File: config.mk
export PLATFORM = sky130hd
export DESIGN_NAME = operand_loader
export DESIGN_NICKNAME = d
export VERILOG_FILES = /design/src/rtl/operand_loader.sv
export SDC_FILE = /design/constraint.sdc
export NUM_CORES = 1
export LEC_CHECK = 0
export ABC_AREA = 1
export BUFFER_PORTS_ARGS = -buffer_cell sky130_fd_sc_hd__buf_2
export CAP_MARGIN = 20
export CORE_MARGIN = 2
export CORE_UTILIZATION = 40
export DETAILED_ROUTE_END_ITERATION = 10
export GPL_ROUTABILITY_DRIVEN = 0
export SETUP_SLACK_MARGIN = 0.1
export SYNTH_ARGS = -nofsm -noshare
export SYNTH_HDL_FRONTEND = slang
export SYNTH_SLANG_ARGS = --single-unit
File: constraint.sdc
create_clock -name clk -period 1.3 [get_ports clk]
set_clock_uncertainty 0.1 [all_clocks]
set_input_delay 0.13 -clock clk [delete_from_list [all_inputs] [get_ports clk]]
set_output_delay 0.13 -clock clk [all_outputs]
set_load 0.05 [all_outputs]
File: src/rtl/operand_loader.sv
// Byte-serial operand loader: assembles CTRL, A, B, C_lo and C_hi into pipe0 operands with a save strobe.
// Optional accumulate mode (C taken from the fed-back result) is compiled in with LOADER_ACC_EN.
module operand_loader (
   input  logic        clk,
   input  logic        rst_n,
   input  logic        ena,
   input  logic        sync,
   input  logic        valid_in,
   input  logic [7:0]  data_in,
`ifdef LOADER_ACC_EN
   input  logic [15:0] acc_in,
   input  logic        acc_valid,
`endif
   output logic [7:0]  A,
   output logic [7:0]  B,
   output logic [15:0] C,
   output logic        Afmt,
   output logic        Bfmt,
   output logic        save,
   output logic        busy
);

   typedef enum logic [2:0] {
      S_CTRL = 3'd0,
      S_A    = 3'd1,
      S_B    = 3'd2,
      S_CL   = 3'd3,
      S_CH   = 3'd4
   } state_t;

   state_t      state_r;
   state_t      next_state_s;
   logic        accept_s;
   logic        resync_s;
   logic        issue_s;
   logic        acc_frame_s;
   logic [15:0] issue_c_s;

   logic        stg_afmt_r;
   logic        stg_bfmt_r;
   logic [7:0]  stg_a_r;
   logic [7:0]  stg_b_r;
   logic [7:0]  stg_cl_r;

   // sync only takes effect while enabled, so ena low freezes everything
   assign resync_s = ena & sync;
   assign accept_s = ena & valid_in & ~sync;

`ifdef LOADER_ACC_EN
   logic        stg_acc_r;
   logic [15:0] acc_r;

   // Accumulator capture, independent of ena
   always_ff @(posedge clk or negedge rst_n) begin
      if (!rst_n) begin
         acc_r <= 16'h0000;
      end else if (acc_valid) begin
         acc_r <= acc_in;
      end
   end

   // Accumulate-frame flag captured with CTRL, cleared by resync
   always_ff @(posedge clk or negedge rst_n) begin
      if (!rst_n) begin
         stg_acc_r <= 1'b0;
      end else if (resync_s) begin
         stg_acc_r <= 1'b0;
      end else if (accept_s && (state_r == S_CTRL)) begin
         stg_acc_r <= data_in[2];
      end
   end

   // Issue C: a result arriving in the issue cycle bypasses the register
   always_comb begin
      acc_frame_s = stg_acc_r;
      if (acc_frame_s) begin
         issue_c_s = acc_valid ? acc_in : acc_r;
      end else begin
         issue_c_s = {data_in, stg_cl_r};
      end
   end
`else
   // Without accumulate support every frame carries its own addend
   always_comb begin
      acc_frame_s = 1'b0;
      issue_c_s   = {data_in, stg_cl_r};
   end
`endif

   // FSM state register
   always_ff @(posedge clk or negedge rst_n) begin
      if (!rst_n) begin
         state_r <= S_CTRL;
      end else begin
         state_r <= next_state_s;
      end
   end

   // Next-state and issue decode; one transition per accepted byte
   always_comb begin
      next_state_s = state_r;
      issue_s      = 1'b0;
      if (resync_s) begin
         next_state_s = S_CTRL;
      end else if (accept_s) begin
         case (state_r)
            S_CTRL: next_state_s = S_A;
            S_A:    next_state_s = S_B;
            S_B: begin
               if (acc_frame_s) begin
                  next_state_s = S_CTRL;
                  issue_s      = 1'b1;
               end else begin
                  next_state_s = S_CL;
               end
            end
            S_CL:   next_state_s = S_CH;
            S_CH: begin
               next_state_s = S_CTRL;
               issue_s      = 1'b1;
            end
            default: next_state_s = S_CTRL;
         endcase
      end else begin
         next_state_s = state_r;
      end
   end

   // Staging registers, one per frame field
   always_ff @(posedge clk or negedge rst_n) begin
      if (!rst_n) begin
         stg_afmt_r <= 1'b0;
         stg_bfmt_r <= 1'b0;
         stg_a_r    <= 8'h00;
         stg_b_r    <= 8'h00;
         stg_cl_r   <= 8'h00;
      end else if (resync_s) begin
         stg_afmt_r <= 1'b0;
         stg_bfmt_r <= 1'b0;
         stg_a_r    <= 8'h00;
         stg_b_r    <= 8'h00;
         stg_cl_r   <= 8'h00;
      end else if (accept_s) begin
         case (state_r)
            S_CTRL: begin
               stg_afmt_r <= data_in[0];
               stg_bfmt_r <= data_in[1];
            end
            S_A:     stg_a_r  <= data_in;
            S_B:     stg_b_r  <= data_in;
            S_CL:    stg_cl_r <= data_in;
            default: ;
         endcase
      end
   end

   // Output registers load only on issue; the final byte is taken straight from data_in
   always_ff @(posedge clk or negedge rst_n) begin
      if (!rst_n) begin
         A    <= 8'h00;
         B    <= 8'h00;
         C    <= 16'h0000;
         Afmt <= 1'b0;
         Bfmt <= 1'b0;
      end else if (issue_s) begin
         A    <= stg_a_r;
         B    <= (state_r == S_B) ? data_in : stg_b_r;
         C    <= issue_c_s;
         Afmt <= stg_afmt_r;
         Bfmt <= stg_bfmt_r;
      end
   end

   // Strobe and busy flag, registered from the decode
   always_ff @(posedge clk or negedge rst_n) begin
      if (!rst_n) begin
         save <= 1'b0;
         busy <= 1'b0;
      end else begin
         save <= issue_s;
         busy <= (next_state_s != S_CTRL);
      end
   end

endmodule

### Word level (Yosys, flattened, before mapping)

Index checks and enable logic that the tools add are counted.

* logic and storage cells: 51
* input bits: 13
* bits in registers: 65
* output and inout bits: 36

* muxes and demuxes: 21
* reduce and logical (&&, ||, !) cells: 9
* bitwise logic cells: 4
* equal/unequal tests: 4

Operators with widths (count)
* $mux W8: 9
* $pmux W3 S4: 1
* $mux W1: 9
* $reduce_bool A2 Y1: 4
* $eq A3 B2 Y1 const B: 2
* $mux W3: 2
* $reduce_and A2 Y1: 3
* $and A1 B1 Y1: 3
* $eq A3 B1 Y1 const B: 1
* $eq A3 B3 Y1 const B: 1
* $logic_not A3 Y1: 1
* $reduce_bool A3 Y1: 1
* $not A1 Y1: 1

### Depth between registers and ports, before layout

* depth after elaboration: 5
* mapped depth: 7
* depth with buffers taken out: 7

### Least setup slack after synthesis

No wires, ideal clock.

* kind: register to register
* start: reg state_r[0]
* end: reg C[0]
* clock period less this slack: 1.279 ns
* slack: 0.021 ns
* path buffers: 1
* library setup time: 0.120 ns
* arrival time: 1.059 ns
* data required time: 1.080 ns
* stages on the path, launching flop included: 8
* path through: dfrtp_1 nor2_1 nand2_1 nor2_2 inv_2 buf_4 nand2_1 o21ai_2

* cells in the longest elaborated chain, start to end: 4

RTL lines
* start, declared: line 31 `state_t state_r;`
* start signal, assigned: line 95 `state_r <= next_state_s;`
* $eq A3 B3 Y1: line 106 `case (state_r)`
* $mux W1
* $mux W1: line 105 `end else if (accept_s) begin`
* $mux W1: line 103 `if (resync_s) begin`
* end signal, assigned: line 168 `C <= issue_c_s;`
* end, declared: line 16 `output logic [15:0] C,`

Every way passes these cells.
A chain may end at the register's enable or synchronous reset.

### Final worst setup path

* start: reg state_r[0]
* end: reg C[3]

The elaborated chain is that of the path after synthesis.

==> tab_implementation.tex <==
\begin{tabular}{lr}
\hline
Metric & Value \\
\hline
\multicolumn{2}{l}{\textbf{GRT}} \\
Maximum number of pins on one net before global-route repair & 28 \\
Number of global-route vias before repair & approximately 2200 \\
First-pass GRT wire length & about 11000 um \\
Antenna violations before repair & 0 \\
Remaining Overflow, GRT & 0 \\
Global-route usage over all layers & approximately a fifth \\
\multicolumn{2}{l}{\textbf{Critical path}} \\
CP Cell Sequence & nor2\_2 -> nand2\_1 -> nor2\_4 -> inv\_6 -> buf\_12 -> nand2\_1 -> o21ai\_2 \\
Start-to-end type of the worst setup path & flop to flop \\
Standard cell with the maximum stage delay on the critical path & sky130\_fd\_sc\_hd\_\_dfrtp\_1 \\
Delay of the slowest cell on the worst path & just under 400 ps \\
Critical path peak fanout & 15 \\
Startpoint type of the worst setup path & flop \\
Family of cells with the greatest summed delay on the critical path & simple AND/OR/NAND/NOR gates \\
Worst endpoint data arrival time & approximately 1500 ps \\
Data required time of the worst path & around 1400 ps \\
Buffering stage count on the worst path with inverters included & 2 \\
Most common cell on crit path & sky130\_fd\_sc\_hd\_\_nand2\_1 \\
Sort of element at the end of the critical path & flop \\
\multicolumn{2}{l}{\textbf{Synth}} \\
Post-Syn Area & 2760 um\^{}2 \\
Synthesized flop and latch total & 65 \\
Net Count, Synth & 330 \\
Netlist cell types & 17 \\
Avg Synthesized Cell Area & 8.72 um\^{}2 \\
Synth top area share & between 50\% and 60\% \\
Sequential share of the synthesized area & roughly three fifths \\
Cell taking the most area after synthesis & sky130\_fd\_sc\_hd\_\_dfrtp\_1 \\
Most area-consuming cells after synthesis & sky130\_fd\_sc\_hd\_\_dfrtp\_1 59\%, sky130\_fd\_sc\_hd\_\_nand2\_1 20\%, sky130\_fd\_sc\_hd\_\_inv\_1 4.2\% \\
Total number of yosys warnings & 0 \\
Synthesized instance count & roughly 320 \\
\multicolumn{2}{l}{\textbf{Floorplanning}} \\
Initial cell density of the core & approximately 41\% \\
Die span in x & roughly 87 um \\
Number of I/O pins & just under 50 \\
Vertical die dimension & between 80 and 90 um \\
Number of placement rows & 30 \\
Total Die Area & 7590 um\^{}2 \\
Floorplan core area & about 6800 um\^{}2 \\
\multicolumn{2}{l}{\textbf{CTS}} \\
Clock buffer depth & 2 \\
Sink count of the clock tree & between 60 and 70 \\
Source-to-sink clock delay at the later pin of the worst-skew pair & between 300 and 400 ps \\
H-Tree Depth & 3 \\
CTS tree & done \\
Root Driver & sky130\_fd\_sc\_hd\_\_clkbuf\_8 \\
Clock transition at path regs & about 70 ps \\
Number of buffers created by CTS & 9 \\
\multicolumn{2}{l}{\textbf{Outcome}} \\
Violations in the final reports & setup timing \\
Result of the run & finished, violations left \\
\multicolumn{2}{l}{\textbf{Route}} \\
Vias & about 2300 \\
\# DRC & 0 \\
DRC violation total after the first TritonRoute iteration & about 130 \\
Routed Antenna Nets & 0 \\
First drt pass iteration count & 4 \\
Final routed wire length divided by cell count & 14.0 um \\
Final Routed Wirelength & 6670 um \\
Average vias per placed instance & about 4.7 \\
\multicolumn{2}{l}{\textbf{Hold path}} \\
Worst hold path type & input pin to flop \\
\multicolumn{2}{l}{\textbf{Timing}} \\
Final count of hold timing violations & 0 \\
Unrepaired setup endpoints after global routing & true \\
\# setup viols final & slightly above 40 \\
Relative slew slack & 73.6\% \\
Slew @ Worst Pin & around 400 ps \\
Clock period minus worst slack & 1370 ps \\
Share of the clock period used by the worst path & 105\% \\
Final worst setup slack & -70.5 ps \\
Maximum clock rate & between 0.7 and 0.8 GHz \\
Pins Over Slew Limit & 0 \\
\multicolumn{2}{l}{\textbf{Power}} \\
Sequential Power Share & approximately two fifths \\
Combinational share of power & 20.5\% \\
Switching Share & 29.5\% \\
Internal power of the cells & about 0.0039 W \\
Switching power summed over all nets & around 0.0016 W \\
Power per cell area & approximately 1400 nW/um\^{}2 \\
Worst vdd rail ir drop & around 0.0006 V \\
Pleak & 2.08 nW \\
Clock share of power & 38.9\% \\
PnR Total Power & roughly 0.0055 W \\
\multicolumn{2}{l}{\textbf{Finish}} \\
Layout net count & between 400 and 500 \\
Multi-input gate area & 1060 um\^{}2 \\
Finished Core Util & 57.2\% \\
Synthesis-to-layout area growth & 39.9\% \\
FF/Latch Area & roughly 1600 um\^{}2 \\
Fillers & approximately 600 \\
Inserted Diodes & 0 \\
Layout cell share with drive strength beyond 1 & between 30\% and 40\% \\
\multicolumn{2}{l}{\textbf{Place}} \\
Port-buffer cells & between 40 and 50 \\
Half-perimeter wire length after detailed placement & around 4300 um \\
\multicolumn{2}{l}{\textbf{Run}} \\
Max-capacitance violation count & 0 \\
\hline
\end{tabular}
==> cells in the final DEF, fill, tap and decap left out, drive strengths merged <==
master       Yosys  layout
dlygate4sd3      0       3
buf              7      65
nand3           20      20
inv             35      35
nand2          147     147
clkinv           0       2
a21oi            1       1
o21ai           24      24
clkinvlp         0       1
nor2            18      18
dfrtp           65      65
clkbuf           0      14
bufinv           0       3
==> tightest hold or removal path: stages <==
cell                      delay [ps]
sky130_fd_sc_hd__buf_2            70
sky130_fd_sc_hd__inv_1            80
sky130_fd_sc_hd__o21ai_2         140
==> worst paths after layout <==
| check | start | to | slack [ps] | cells after the start |
|---|---|---|---|---|
| worst max-delay path | state_r[0] | C[3] | -70 | 7 |
| max in group asynchronous | rst_n | B[3] | 500 | 3 |
| worst min register to register | A[4] | A[4] | 370 | 2 |
| min in group asynchronous | rst_n | A[5] | 130 | 2 |
| worst min-delay path | data_in[3] | C[11] | 10 | 3 |
| worst max register to register | state_r[0] | C[3] | -70 | 7 |
==> sequential cells by signal, indices dropped and copies added (netlist names) <==
name / flops
C: 16
A: 8
B: 8
stg_a_r: 8
stg_b_r: 8
stg_cl_r: 8
state_r: 3
Afmt: 1
Bfmt: 1
busy: 1
save: 1
stg_afmt_r: 1
stg_bfmt_r: 1
==> cell families after synthesis <==
| logic type | synth area share, % |
|---|---|
| compound gates | 6.16 |
| flops | 58.9 |
| buf+inv | 7.79 |
| simple gates | 27.2 |
==> metal layers <==
metal / part of all wire [%] / global-route usage, %
met1: 46 / 25.5
met4: 1.4 / 7.55
met5: 0 / 0
met2: 48 / 29.0
met3: 4.7 / 4.55
==> power by group through the flow <==
stage / Combinational [W] / Sequential [W] / Clock [W]
3_5_place_dp: 0.000869 / 0.00228 / 0
3_3_place_gp: 0.000859 / 0.00228 / 0
2_1_floorplan: 0.000340 / 0.00250 / 0
6_report: 0.00114 / 0.00225 / 0.00216
5_1_grt: 0.00123 / 0.00226 / 0.00229
4_1_cts: 0.00102 / 0.00224 / 0.00219
==> stage by stage <==
step | std cells | worst slack [ps] | cell area (um^2) | hold WS (ps) | TNS [ps]
5_1_grt | 478 | -147 | 3870 | 41.0 | -4750
3_5_place_dp | 451 | -80.0 | 3180 | -28.4 | -1100
2_1_floorplan | 317 | 39.5 | 2780 | -266 | 0
6_report | 478 | -70.5 | 3870 | 13.6 | -1770
4_1_cts | 478 | -48.5 | 3730 | 1.78 | -883
3_3_place_gp | 451 | -58.7 | 3180 | -24.6 | -557
==> cells in the mapped netlist <==
cell type                 instances
sky130_fd_sc_hd__nand2_1        146
sky130_fd_sc_hd__dfrtp_1         65
sky130_fd_sc_hd__inv_1           31
sky130_fd_sc_hd__nand3_1         18
sky130_fd_sc_hd__nor2_1          14
sky130_fd_sc_hd__o21ai_2         12
sky130_fd_sc_hd__o21ai_0          7
sky130_fd_sc_hd__buf_6            5
sky130_fd_sc_hd__o21ai_1          5
sky130_fd_sc_hd__inv_2            4
sky130_fd_sc_hd__nand3_2          2
sky130_fd_sc_hd__nor2_2           2
sky130_fd_sc_hd__nor2_4           2
sky130_fd_sc_hd__a21oi_1          1
sky130_fd_sc_hd__buf_12           1
sky130_fd_sc_hd__buf_4            1
sky130_fd_sc_hd__nand2_2          1
==> final cells by class <==
type / instances / area share [%]
flip-flops and latches: 65 / 42.1
multi-input cells: 210 / 27.4
repair buffers: 72 / 17.4
inverters: 35 / 3.92
clock buffers: 10 / 3.56
clock inverters: 6 / 2.98
well taps: 80 / 2.59
==> what timing repair did <==
item,in CTS,in global routing
pin swaps,2,7
cloned,3,0
hold endpoints to repair,67,0
hold buffers,3,0
setup endpoints to repair,88,77
gates resized for setup,58,46
buffers inserted,5,0
No activity file was read; power rests on OpenSTA's default activity.
